--- src/rtl/pipeline_ctrl.sv ---
// Hazard and sequencing controller for the 5-stage pipeline: register enables/flushes, PC enable, halt drain.
// Latency: enables/flushes/pc_en are combinational from state and inputs; halted and stall_count are registered.
// Backpressure: a pending data access freezes the whole pipe, and fetch misses or load-use hazards insert bubbles.
module pipeline_ctrl #(
   parameter int REG_W = 5,
   parameter int CNT_W = 32
) (
   input  logic             CLK,
   input  logic             nRST,
   input  logic             ihit,
   input  logic             dhit,
   input  logic             dREN_EX_MEM,
   input  logic             dWEN_EX_MEM,
   input  logic             dREN_ID_EX,
   input  logic [REG_W-1:0] Rt_ID_EX,
   input  logic [REG_W-1:0] Rs_IF_ID,
   input  logic [REG_W-1:0] Rt_IF_ID,
   input  logic             branch_taken_EX,
   input  logic             jump_ID,
   input  logic             halt_ID,
   input  logic             halt_MEM_WB,
   output logic             pc_en,
   output logic             enable_IF_ID,
   output logic             flush_IF_ID,
   output logic             enable_ID_EX,
   output logic             flush_ID_EX,
   output logic             enable_EX_MEM,
   output logic             flush_EX_MEM,
   output logic             enable_MEM_WB,
   output logic             flush_MEM_WB,
   output logic             halted,
   output logic [CNT_W-1:0] stall_count
);

   typedef enum logic [1:0] {
      RUN    = 2'd0,
      DRAIN  = 2'd1,
      HALTED = 2'd2
   } state_t;

   state_t           state_q, state_d;
   logic [CNT_W-1:0] stall_count_q, stall_count_d;
   logic             dstall;
   logic             luse;

   // Memory stall: a load/store in MEM that has not completed yet.
   assign dstall = (dREN_EX_MEM | dWEN_EX_MEM) & ~dhit;
   // Load-use: a load in EX whose non-zero destination feeds the instruction in ID.
   assign luse   = dREN_ID_EX & (Rt_ID_EX != '0) &
                   ((Rt_ID_EX == Rs_IF_ID) | (Rt_ID_EX == Rt_IF_ID));

   // Prioritised hazard resolution and next-state selection.
   always_comb begin
      state_d       = state_q;
      pc_en         = 1'b1;
      enable_IF_ID  = 1'b1;
      flush_IF_ID   = 1'b0;
      enable_ID_EX  = 1'b1;
      flush_ID_EX   = 1'b0;
      enable_EX_MEM = 1'b1;
      flush_EX_MEM  = 1'b0;
      enable_MEM_WB = 1'b1;
      flush_MEM_WB  = 1'b0;

      if (state_q == HALTED) begin
         pc_en         = 1'b0;
         enable_IF_ID  = 1'b0;
         enable_ID_EX  = 1'b0;
         enable_EX_MEM = 1'b0;
         enable_MEM_WB = 1'b0;
      end else begin
         if (dstall) begin
            // Freeze everything; any state change waits for the access to finish.
            pc_en         = 1'b0;
            enable_IF_ID  = 1'b0;
            enable_ID_EX  = 1'b0;
            enable_EX_MEM = 1'b0;
            enable_MEM_WB = 1'b0;
         end else if (branch_taken_EX) begin
            // Redirect: kill the two younger instructions, even a fetch still in flight.
            flush_IF_ID = 1'b1;
            flush_ID_EX = 1'b1;
            if (state_q == DRAIN) begin
               state_d = RUN;  // the halt in flight was on the wrong path
            end
         end else if (state_q == DRAIN) begin
            // Stop fetching and feed bubbles behind the HALT.
            pc_en       = 1'b0;
            flush_IF_ID = 1'b1;
         end else if (luse || !ihit) begin
            pc_en        = 1'b0;
            enable_IF_ID = 1'b0;
            flush_ID_EX  = 1'b1;
         end else if (jump_ID) begin
            flush_IF_ID = 1'b1;
         end

         // Enter drain only when the HALT actually moves into ID/EX this cycle.
         if (state_q == RUN && halt_ID && !dstall && enable_ID_EX && !flush_ID_EX) begin
            state_d = DRAIN;
         end
         // HALT reaching MEM/WB wins over a redirect in the same cycle.
         if (halt_MEM_WB && !dstall) begin
            state_d = HALTED;
         end
      end
   end

   // Stall-cycle counter, saturating at all-ones.
   always_comb begin
      stall_count_d = stall_count_q;
      if (!pc_en && state_q != HALTED && stall_count_q != '1) begin
         stall_count_d = stall_count_q + CNT_W'(1);
      end
   end

   // State and counter registers.
   always_ff @(posedge CLK or negedge nRST) begin
      if (!nRST) begin
         state_q       <= RUN;
         stall_count_q <= '0;
      end else begin
         state_q       <= state_d;
         stall_count_q <= stall_count_d;
      end
   end

   assign halted      = (state_q == HALTED);
   assign stall_count = stall_count_q;

endmodule

--- config.mk ---
export PLATFORM = sky130hd
export DESIGN_NAME = pipeline_ctrl
export DESIGN_NICKNAME = d
export VERILOG_FILES = /design/src/rtl/pipeline_ctrl.sv
export SDC_FILE = /design/constraint.sdc
export NUM_CORES = 1
export LEC_CHECK = 0
export BUFFER_PORTS_ARGS = -buffer_cell sky130_fd_sc_hd__buf_2
export CAP_MARGIN = 20
export CORE_ASPECT_RATIO = 1.2
export CORE_MARGIN = 4
export CORE_UTILIZATION = 54
export DETAILED_ROUTE_END_ITERATION = 10
export MAX_ROUTING_LAYER = met4
export PLACE_DENSITY = 0.9
export SYNTH_ARGS = -nofsm -noshare
export SYNTH_HDL_FRONTEND = slang
export SYNTH_SLANG_ARGS = --single-unit
--- constraint.sdc ---
create_clock -name CLK -period 5.7 [get_ports CLK]
set_input_delay 0 -clock CLK [delete_from_list [all_inputs] [get_ports CLK]]
set_output_delay 0 -clock CLK [all_outputs]
set_load 0.02 [all_outputs]
== After elaboration in Yosys (flattened, before gate mapping) ==
Cells that the tools add are included.

* Output and inout bits: 42
* Bits of input ports: 26
* Word-level logic and storage cells: 64
* Bits in registers: 34

* Multiplexer cells: 30
* Reduce and logical (&&, ||, !) cells: 17
* Eq/ne operators: 7
* Bitwise logic cells: 7
* $add $sub $neg: 1

{| class="wikitable"
|+ Operators by type and width
! cell !! number
|-
| $add 32x1->32 const B || 1
|-
| $ne 32x32->1 const B || 1
|-
| $mux 1 || 25
|-
| $eq 5x5->1 || 2
|-
| $mux 2 || 5
|-
| $logic_and 1x1->1 || 7
|-
| $reduce_bool 3->1 || 2
|-
| $reduce_bool 5->1 || 1
|-
| $logic_not 1->1 || 4
|-
| $reduce_and 4->1 || 1
|-
| $and 1x1->1 || 3
|-
| $ne 3x1->1 const B || 1
|-
| $eq 2x1->1 const B || 1
|-
| $eq 2x2->1 const B || 1
|-
| $logic_not 2->1 || 1
|-
| $ne 2x2->1 const B || 1
|-
| $not 1->1 || 2
|-
| $or 1x1->1 || 2
|-
| $logic_or 1x1->1 || 1
|}

== Longest topological paths before layout ==
* Depth after elaboration: 13
* Depth in mapped cells: 8
* Mapped depth without buffers: 7

== Worst setup path after synthesis ==
OpenSTA, ideal clock, no wires.

* Path kind: reg-to-reg
* From: register stall_count_q[0] (netlist: stall_count[0])
* To: register stall_count_q[1] (netlist: stall_count[1])
* Arrival time: 1.845 ns
* Path buffers: 0
* Setup slack: 3.728 ns
* Stages on the path, launching flop included: 8
* Library setup time: 0.128 ns
* Data required time: 5.572 ns
* Path through: dfrtp_1 -> ha_1 -> and4_1 -> inv_1 -> nor4_4 -> nand2b_1 -> nand2_1 -> mux2_1

* Cells in the longest elaborated chain, start to end: 2

{| class="wikitable"
|+ RTL lines
! element !! RTL line !! text
|-
| start, declared || 42 || <nowiki>logic [CNT_W-1:0] stall_count_q, stall_count_d;</nowiki>
|-
| start signal, assigned || 124 || <nowiki>stall_count_q <= stall_count_d;</nowiki>
|-
| parallel branches: the longest is 2 deep, another holds $add 32x1->32 || -- ||
|}

Parallel ways; which one is timed is not known.
A chain may end at the register's enable or synchronous reset.

== Worst setup path after layout ==
Ends and elaborated chain as after synthesis.

==> run summary <==
Post-Place Setup Slack: 3.27 ns
Pwr per Cell Area: 182 nW/um^2
vias per inst: 5.39
Setup CP Type: reg -> reg
largest net degree at the start of global routing: 35
synth unique cells: 40
ANT cells: 0
most area-hungry cell type in the Yosys netlist: dfrtp_1
Layout fillers: 310
Buffers & Inverters on Critical Path: 1
post-synthesis cell area: 2050 um^2
Final #Nets: 299
RSZ-0062 raised after global routing: no
vias in the first global route: 1661
Clock Pin Slew Worst Setup and Hold Paths: 0.06 ns
Final Wtd Congestion: 0.912
syn_area_per_cell: 9.94 um^2
Post-DP Area: 2370 um^2
multi-input logic area: 1120 um^2
largest cells by area after synthesis: dfrtp_1, xnor2_1, xor2_1
outcome: completed
Total Power: 0.452 mW
die footprint: 4840 um^2
CP Cell Sequence: ha_1 > and4_1 > inv_1 > nor4_4 > nand2b_1 > nand2_1 > mux2_1
WL/cell: 13.6 um
crit-path max FO: 21
Max Clk Rate: 0.406 GHz
busiest layer in global routing: met2
GR met1 Demand/Resource: 0.208
max_cap viols: 0
nature of the critical path endpoint: flop
Slew @ Worst Pin: 0.722 ns
most frequent cell after synthesis: dfrtp_1
top cells by count, synth: dfrtp_1, xnor2_1, nand3_1
share of cells above drive strength 1: 0.297
setup TNS: 0 ns
Worst-Skew Late Latency: 0.29 ns
CTS root buffer: clkbuf_8
die extent in x: 64.2 um
Area Overhead vs Synth: 21.3%
Yosys reg bits: 34
global-route wire length before repair: 7.31 mm
Final Cell Area: 2480 um^2
Critical Path AT: 2.63 ns
Port Buffers: 65
peak supply drop: 0.134 mV
type of origin of the critical path: flop
CTS H-tree lvls: 2
CP max-delay cell: nand2b_1
Residual DRC: 0
Worst Path Required: 5.86 ns
share of the yosys chip area belonging to registers: 0.416
Die Span Y: 75.4 um
GRT Total Usage: 0.206
leak pwr: 1.26 nW
EDFF count, synth: 0
grt met2 use: 0.358
final setup skew: 0.00524 ns
drt pass-1 iters: 4
core footprint: 3630 um^2
Sink Count: 34
CTS buffer count: 5
Most used DFF post-synth: dfrtp_1
max-slew violations: 0
Initial Utilization: 0.563
Final ANT Viol Nets: 0
Reg2Reg Setup Slack: 3.24 ns
CTS tree: built
ys async rst share: 1.00
number of DRC markers after the initial detailed-route iteration: 79
Slew HR: 0.519
CTS Buffer Depth: 2
Post-Syn Instances: 206
cell family with most CP delay: simple AND/OR/NAND/NOR gates
Final setup violation count: 0
met3 usage: 0.0575
# rows: 24
top cell type's share of synthesized area: 0.416
Final period util: 0.432
FF+latch area: 851 um^2
io pins: 68
initial antenna violation count: 0
final hold viol count: 0
remaining global-route overflow: 0
Min-Delay Path Class: in -> reg
Final WS setup: 3.24 ns
total wire length: 4.43 mm
max incr delay on CP: 0.45 ns
Yosys warning total: 0
Final HPWL DP: 3.47 mm
DR vias: 1753
Final min period: 2.46 ns
Util after Layout: 0.684
==> cell usage in the layout (no fill, tap or decap), types with 2 or more instances in the layout <==
cell,count
nand4b_1,2
xnor2_1,31
clkbuf_8,6
xor2_1,10
dlygate4sd3_1,2
o21ai_0,4
and2_1,2
dfrtp_1,34
a21oi_1,6
nand2_1,15
nor2_1,11
and4_1,5
buf_2,65
nand3_1,17
o31ai_4,2
conb_1,2
and3_1,12
o21a_1,2
nand4_1,12
nor3_1,11
==> final timing paths <==
path                            startpoint               to  cells past startpoint
min                                halt_ID       state_q[0]                      3
max in group asynchronous             nRST  stall_count[14]                      2
max                         stall_count[0]   stall_count[1]                      7
min reg2reg                stall_count[27]  stall_count[27]                      1
min in group asynchronous             nRST   stall_count[7]                      2
max reg2reg                 stall_count[0]   stall_count[1]                      7
==> final cells by class <==
cell class,count,share of cell area
clock inverters,1,0.00202
well taps,52,0.0262
repair buffers,67,0.139
multi-input cells,162,0.452
clock buffers,7,0.0348
inverters,2,0.00302
flip-flops and latches,34,0.343
==> power by group <==
part / internal [mW] / total (mW) / switching, mW
logic: 0.0159 / 0.0356 / 0.0196
registers: 0.241 / 0.241 / 0
clock network: 0.0971 / 0.175 / 0.0781
==> stage by stage <==
step                      hold WS, ns  std cells
final                          0.0440        325
after global routing            0.107        325
after CTS                      0.0329        325
after detailed placement       0.0937        315
after global placement         0.0894        315
after floorplan                -0.296        207
==> state kept, by name, summed over array words and instances, names as in the netlist <==
| name | flops |
|---|---|
| stall_count | 32 |
| state_q | 2 |
==> cell families after synthesis <==
group | share of synthesized area
simple gates | 0.273
xor+xnor | 0.175
flops | 0.416
compound gates | 0.0856
buf+inv | 0.0373
fa+ha+maj | 0.00611
other cells | 0.00183
mux | 0.00550
==> layer usage <==
metal | wire length (um) | vias to the layer above | part of all wire
met3 | 342 | 11 | 0.077
met4 | 120 | 0 | 0.027
met5 | 0 | - | 0
met1 | 1710 | 800 | 0.39
met2 | 2260 | 69 | 0.51
li1 | - | 873 | -
==> worst register-to-register path, stage by stage (launching register included) <==
cell,delay (ns)
dfrtp_1,0.40
ha_1,0.19
and4_1,0.27
inv_1,0.11
nor4_4,0.31
nand2b_1,0.45
nand2_1,0.27
mux2_1,0.35
==> repair_timing <==
item                                   4_1_cts  5_1_grt
hold buffers                                 2        0
setup buffers                                0        0
endpoints found under the hold margin       36        0
gates resized for setup                      0        0
Note: power is estimated with default switching activity, not from simulation.
